==> src/rtl/ooo_pkg.sv <==
// Shared types for the out-of-order front end: the instruction buffer entry,
// lane count and the opcode values agreed with decode.
package ooo_pkg;

    localparam int IB_LANES = 4;

    localparam logic [3:0] OP_NOP = 4'h0;
    localparam logic [3:0] OP_ADD = 4'h1;
    localparam logic [3:0] OP_SUB = 4'h2;
    localparam logic [3:0] OP_AND = 4'h3;
    localparam logic [3:0] OP_OR  = 4'h4;
    localparam logic [3:0] OP_LD  = 4'h5;
    localparam logic [3:0] OP_ST  = 4'h6;
    localparam logic [3:0] OP_JMP = 4'h7;

    typedef struct packed {
        logic [3:0] opcode;
        logic [3:0] rt;
        logic [3:0] ra;
        logic [3:0] rb;
        logic       a_dep;
        logic [3:0] a_own;
        logic       b_dep;
        logic [3:0] b_own;
    } ib_entry_t;

    function automatic logic [2:0] ib_min_lanes(input int n);
        return (n >= IB_LANES) ? 3'(IB_LANES) : 3'(n);
    endfunction

endpackage

==> src/rtl/ib_lane_mux.sv <==
// One dispatch lane: picks entry (head + LANE) from storage and zeroes the
// lane when it lies beyond the current occupancy.
module ib_lane_mux
    import ooo_pkg::*;
#(
    parameter int DEPTH = 16,
    parameter int LANE  = 0
) (
    input  ib_entry_t                    entries_i [DEPTH],
    input  logic      [$clog2(DEPTH)-1:0] head_i,
    input  logic      [2:0]              out_count_i,
    output ib_entry_t                    entry_o
);
    localparam int PTR_W = $clog2(DEPTH);

    logic [PTR_W-1:0] idx;

    assign idx     = head_i + PTR_W'(LANE);
    assign entry_o = (3'(LANE) < out_count_i) ? entries_i[idx] : '0;

endmodule

==> src/rtl/instr_buffer.sv <==
// Circular instruction buffer between decode and dispatch: four lanes in,
// four oldest entries out, flushed by a taken jump.
module instr_buffer
    import ooo_pkg::*;
#(
    parameter int DEPTH = 16,
    parameter int LANES = IB_LANES
) (
    input  logic       clk,
    input  logic       rst,
    input  logic       flush,
    input  logic [2:0] in_count,
    input  logic [3:0] opcode_in          [0:LANES-1],
    input  logic [3:0] rt_in              [0:LANES-1],
    input  logic [3:0] ra_in              [0:LANES-1],
    input  logic [3:0] rb_in              [0:LANES-1],
    input  logic       op_a_local_dep_in  [0:LANES-1],
    input  logic       op_b_local_dep_in  [0:LANES-1],
    input  logic [3:0] op_a_owner_in      [0:LANES-1],
    input  logic [3:0] op_b_owner_in      [0:LANES-1],
    output logic [2:0] num_fetch,
    output logic [2:0] out_count,
    input  logic [2:0] deq_count,
    output logic [3:0] opcode_out         [0:LANES-1],
    output logic [3:0] rt_out             [0:LANES-1],
    output logic [3:0] ra_out             [0:LANES-1],
    output logic [3:0] rb_out             [0:LANES-1],
    output logic       op_a_local_dep_out [0:LANES-1],
    output logic       op_b_local_dep_out [0:LANES-1],
    output logic [3:0] op_a_owner_out     [0:LANES-1],
    output logic [3:0] op_b_owner_out     [0:LANES-1],
    output logic       overflow,
    output logic       underflow
);
    localparam int PTR_W = $clog2(DEPTH);
    localparam int CNT_W = PTR_W + 1;

    ib_entry_t        mem_q    [DEPTH];
    ib_entry_t        entry_in [LANES];
    logic [PTR_W-1:0] head_q, head_d, tail_q, tail_d;
    logic [CNT_W-1:0] count_q, count_d;
    logic             overflow_q, overflow_d, underflow_q, underflow_d;
    logic             enq_ok, deq_ok;

    // Capacity seen by fetch ignores this cycle's dequeue on purpose.
    assign num_fetch = ib_min_lanes(DEPTH - int'(count_q));
    assign out_count = ib_min_lanes(int'(count_q));
    assign overflow  = overflow_q;
    assign underflow = underflow_q;

    always_comb begin
        for (int i = 0; i < LANES; i++) begin
            entry_in[i] = '{opcode: opcode_in[i], rt: rt_in[i], ra: ra_in[i],
                            rb: rb_in[i], a_dep: op_a_local_dep_in[i],
                            a_own: op_a_owner_in[i], b_dep: op_b_local_dep_in[i],
                            b_own: op_b_owner_in[i]};
        end
    end

    always_comb begin
        enq_ok      = !flush && (in_count <= num_fetch);
        deq_ok      = !flush && (deq_count <= out_count);
        overflow_d  = overflow_q  | (!flush && (in_count > num_fetch));
        underflow_d = underflow_q | (!flush && (deq_count > out_count));
        head_d      = head_q;
        tail_d      = tail_q;
        count_d     = count_q;
        if (flush) begin
            head_d  = '0;
            tail_d  = '0;
            count_d = '0;
        end else begin
            if (enq_ok) tail_d = tail_q + PTR_W'(in_count);
            if (deq_ok) head_d = head_q + PTR_W'(deq_count);
            count_d = count_q + (enq_ok ? CNT_W'(in_count) : '0)
                              - (deq_ok ? CNT_W'(deq_count) : '0);
        end
    end

    always_ff @(posedge clk or posedge rst) begin
        if (rst) begin
            head_q      <= '0;
            tail_q      <= '0;
            count_q     <= '0;
            overflow_q  <= 1'b0;
            underflow_q <= 1'b0;
        end else begin
            head_q      <= head_d;
            tail_q      <= tail_d;
            count_q     <= count_d;
            overflow_q  <= overflow_d;
            underflow_q <= underflow_d;
        end
    end

    always_ff @(posedge clk) begin
        for (int i = 0; i < LANES; i++) begin
            if (enq_ok && (3'(i) < in_count)) begin
                mem_q[tail_q + PTR_W'(i)] <= entry_in[i];
            end
        end
    end

    for (genvar j = 0; j < LANES; j++) begin : g_lane
        ib_entry_t lane_e;

        ib_lane_mux #(
            .DEPTH (DEPTH),
            .LANE  (j)
        ) u_lane_mux (
            .entries_i   (mem_q),
            .head_i      (head_q),
            .out_count_i (out_count),
            .entry_o     (lane_e)
        );

        assign opcode_out[j]         = lane_e.opcode;
        assign rt_out[j]             = lane_e.rt;
        assign ra_out[j]             = lane_e.ra;
        assign rb_out[j]             = lane_e.rb;
        assign op_a_local_dep_out[j] = lane_e.a_dep;
        assign op_a_owner_out[j]     = lane_e.a_own;
        assign op_b_local_dep_out[j] = lane_e.b_dep;
        assign op_b_owner_out[j]     = lane_e.b_own;
    end

endmodule

==> config.mk <==
export PLATFORM = sky130hd
export DESIGN_NAME = instr_buffer
export DESIGN_NICKNAME = d
export VERILOG_FILES = /design/src/rtl/ooo_pkg.sv /design/src/rtl/ib_lane_mux.sv /design/src/rtl/instr_buffer.sv
export SDC_FILE = /design/constraint.sdc
export NUM_CORES = 2
export LEC_CHECK = 0
export BUFFER_PORTS_ARGS = -buffer_cell sky130_fd_sc_hd__buf_2
export CORE_MARGIN = 2
export CORE_UTILIZATION = 25
export CTS_CLUSTER_DIAMETER = 150
export DETAILED_ROUTE_END_ITERATION = 8
export PLACE_DENSITY = 0.46
export SLEW_MARGIN = 20
export SYNTH_ARGS = -nofsm -noshare
export SYNTH_HDL_FRONTEND = slang
export SYNTH_SLANG_ARGS = --single-unit
export TNS_END_PERCENT = 100
==> constraint.sdc <==
create_clock -name clk -period 4.6 [get_ports clk]
set_clock_uncertainty 0.05 [all_clocks]
set_input_delay 0.69 -clock clk [delete_from_list [all_inputs] [get_ports clk]]
set_output_delay 0.69 -clock clk [all_outputs]
set_load 0.02 [all_outputs]
==> results.json <==
{
  "synth.avg_cell_area_um2": 9.12,
  "antenna_found_initial": 49,
  "setup_slack_ns": 0.200,
  "dieArea_um2": 172000,
  "start_util_pct": 25.2,
  "hold_violations": 0,
  "ys_seq_area_share_pct": 20.6,
  "fin_crit_ns": 4.40,
  "powerDensity_nw_per_um2": 905,
  "r2r_setup_slack_ns": 0.45,
  "synthTopCellsByCount": "clkbuf_1, mux4_2, dfxtp_1, a21oi_1, nand2_1",
  "drt-total-wl_mm": 271,
  "fillers": 17700,
  "dp.cells": 6653,
  "synth_cells": 4630,
  "synthArstFlopShare_pct": 3.48,
  "track_usage_pct": 29.8,
  "crit_path_end_kind": "output port",
  "synth.distinct_cells": 73,
  "dominantRegCellSynth": "dfxtp_1",
  "tightest_slew_ns": 1.17,
  "grt_max_degree": 166,
  "drt_iter0_drc": 8216,
  "grt_pass1_vias": 45300,
  "place_ws_ns": 0.576,
  "drc_errors": 0,
  "hp-class": "input port to asynchronous set/reset pin",
  "fin_cells": 6788,
  "ys_warn_count": 0,
  "setup_viol": 0,
  "synth_seq_cells": 431,
  "drtPass1Iterations": 6,
  "cts_tree": "built",
  "tns_ns": 0,
  "critical_path_class": "flop to output port",
  "fin_util_pct": 28.9,
  "area_growth_pct": 14.5,
  "clock_path_buffers": 3,
  "synth_area_um2": 42200,
  "syn_nets": 4775,
  "multi_input_area_um2": 31000,
  "cts_htree_levels": 2,
  "drtAntennaViolNets": 0,
  "die_h_um": 415,
  "slew_headroom_pct": 22.3,
  "vias": 48400,
  "yosysTopAreaCellShare_pct": 25.0,
  "max_freq_mhz": 227,
  "rsz0062_at_grt": "false",
  "crit_arrival_ns": 3.66,
  "synth-edff-count": 0,
  "seq_area_um2": 8720,
  "clkSlewWorstSetupHoldPaths_ns": 0.06,
  "synthTopCellsByArea": "mux4_2, dfxtp_1, a21oi_1",
  "critPathMaxFanout": 119,
  "yosysTopAreaCell": "mux4_2",
  "ir_worst_vdd_v": 0.000842,
  "final_nets": 4656,
  "cts.sinks": 431,
  "clk_latency_ns": 0.68,
  "cp.required_ns": 3.86,
  "wl_per_cell_um": 39.9,
  "ios": 225,
  "cap_violations": 0,
  "run_status": "completed",
  "slew_violations": 0,
  "gp_congestion": 1.00,
  "p_leak_nw": 15.2,
  "drive_above_1_share_pct": 26.2,
  "cp-start-kind": "flop",
  "vias_per_cell": 7.14,
  "clock-root-buffer": "clkbuf_16",
  "cts_buffers": 55,
  "die_w_um": 415,
  "io_buffers": 224,
  "core_area_um2": 167000,
  "hold_buffers": 0,
  "grt_pass1_wl_mm": 370,
  "fin_crit_sh_pct": 95.6,
  "yosysMostFrequentCell": "clkbuf_1",
  "grt_overflow": 0,
  "dp_hpwl_mm": 176,
  "rows": 150
}
==> timing repair <==
| item | CTS | global route |
|---|---|---|
| resized for setup | 1 | 0 |
| pin swaps | 0 | 1 |
| setup endpoints to repair | 1 | 1 |
| buffers inserted | 0 | 5 |
==> area by class of cell <==
cell class / instances / share of cell area [%]
repair buffers: 520 / 7.91
flip-flops and latches: 431 / 18.0
clock inverters: 16 / 0.471
inverters: 26 / 0.202
diodes: 30 / 0.155
clock buffers: 84 / 3.34
well taps: 2204 / 5.70
multi-input cells: 3477 / 64.2
==> sequential cells by signal, summed over array words and instances, names as in the netlist <==
register	count
overflow	1
underflow	1
head_q	4
tail_q	4
mem_q	416
count_q	5
==> kinds of logic after synthesis <==
logic type,count (synthesis),share of synthesized area [%]
fa+ha+maj,32,1.04
xor+xnor,13,0.305
compound gates,2023,34.2
buf+inv,722,7.02
mux,522,26.2
simple gates,887,10.5
flops,431,20.6
==> final timing paths <==
check                        endpoint       start  cells past startpoint
setup / recovery           rb_out[13]   head_q[0]                      5
hold / removal             count_q[2]         rst                      2
setup reg to reg           mem_q[343]  count_q[0]                     13
hold reg to reg             underflow   underflow                      1
max in group asynchronous   head_q[2]         rst                      2
min in group clk            underflow   underflow                      1
==> metrics by stage <==
stage | power, mW | hold WS [ns] | instance area [um2]
6_report | 43.8 | 0.167 | 48300
2_1_floorplan | 27.3 | 0.463 | 42200
3_3_place_gp | 38.0 | 0.435 | 46400
4_1_cts | 43.0 | 0.209 | 48200
3_5_place_dp | 38.2 | 0.419 | 46400
5_1_grt | 45.2 | 0.245 | 48300
==> cell usage in the layout, fill, tap and decap left out, types with 26 or more instances in the layout <==
cell and n:
buf_4 257, and3_1 28, o31ai_1 53, a32oi_1 209, mux2i_1 54, o32ai_1 80
mux4_2 468, nor2_1 198, a22o_1 28, o22ai_1 265, nor3_1 61, and2_1 26
a211oi_1 106, o21ai_0 251, clkbuf_16 56, o22a_1 78, nor2b_1 139, a22oi_1 110
nand3_1 32, a32o_1 104, nand2_1 276, dfxtp_1 416, o2bb2ai_1 200, diode_2 30
a2bb2oi_1 105, buf_12 38, buf_2 224, a21oi_1 368
==> worst max-delay path, stage by stage (launching register included) <==
cell and delay [ns]:
dfrtp_4 0.66, buf_12 0.54, mux4_2 0.62, mux4_2 0.51, nor2b_1 0.17, buf_2 0.20
==> power breakdown <==
part	leakage (nW)	switching, mW	internal, mW
clock	0.900	2.05	2.69
combinational	10.7	17.3	13.0
sequential	3.66	3.23	5.56
total	15.2	22.5	21.2
==> layer usage <==
metal | GRT usage (%) | up-vias | part of all wire (%)
met5 | 0.695 | - | 0.10
met4 | 20.8 | 18 | 8.1
met3 | 7.99 | 1210 | 12
met2 | 44.2 | 4356 | 43
met1 | 37.5 | 24100 | 37
li1 | - | 18700 | -
(Power assumes the default switching activity.)
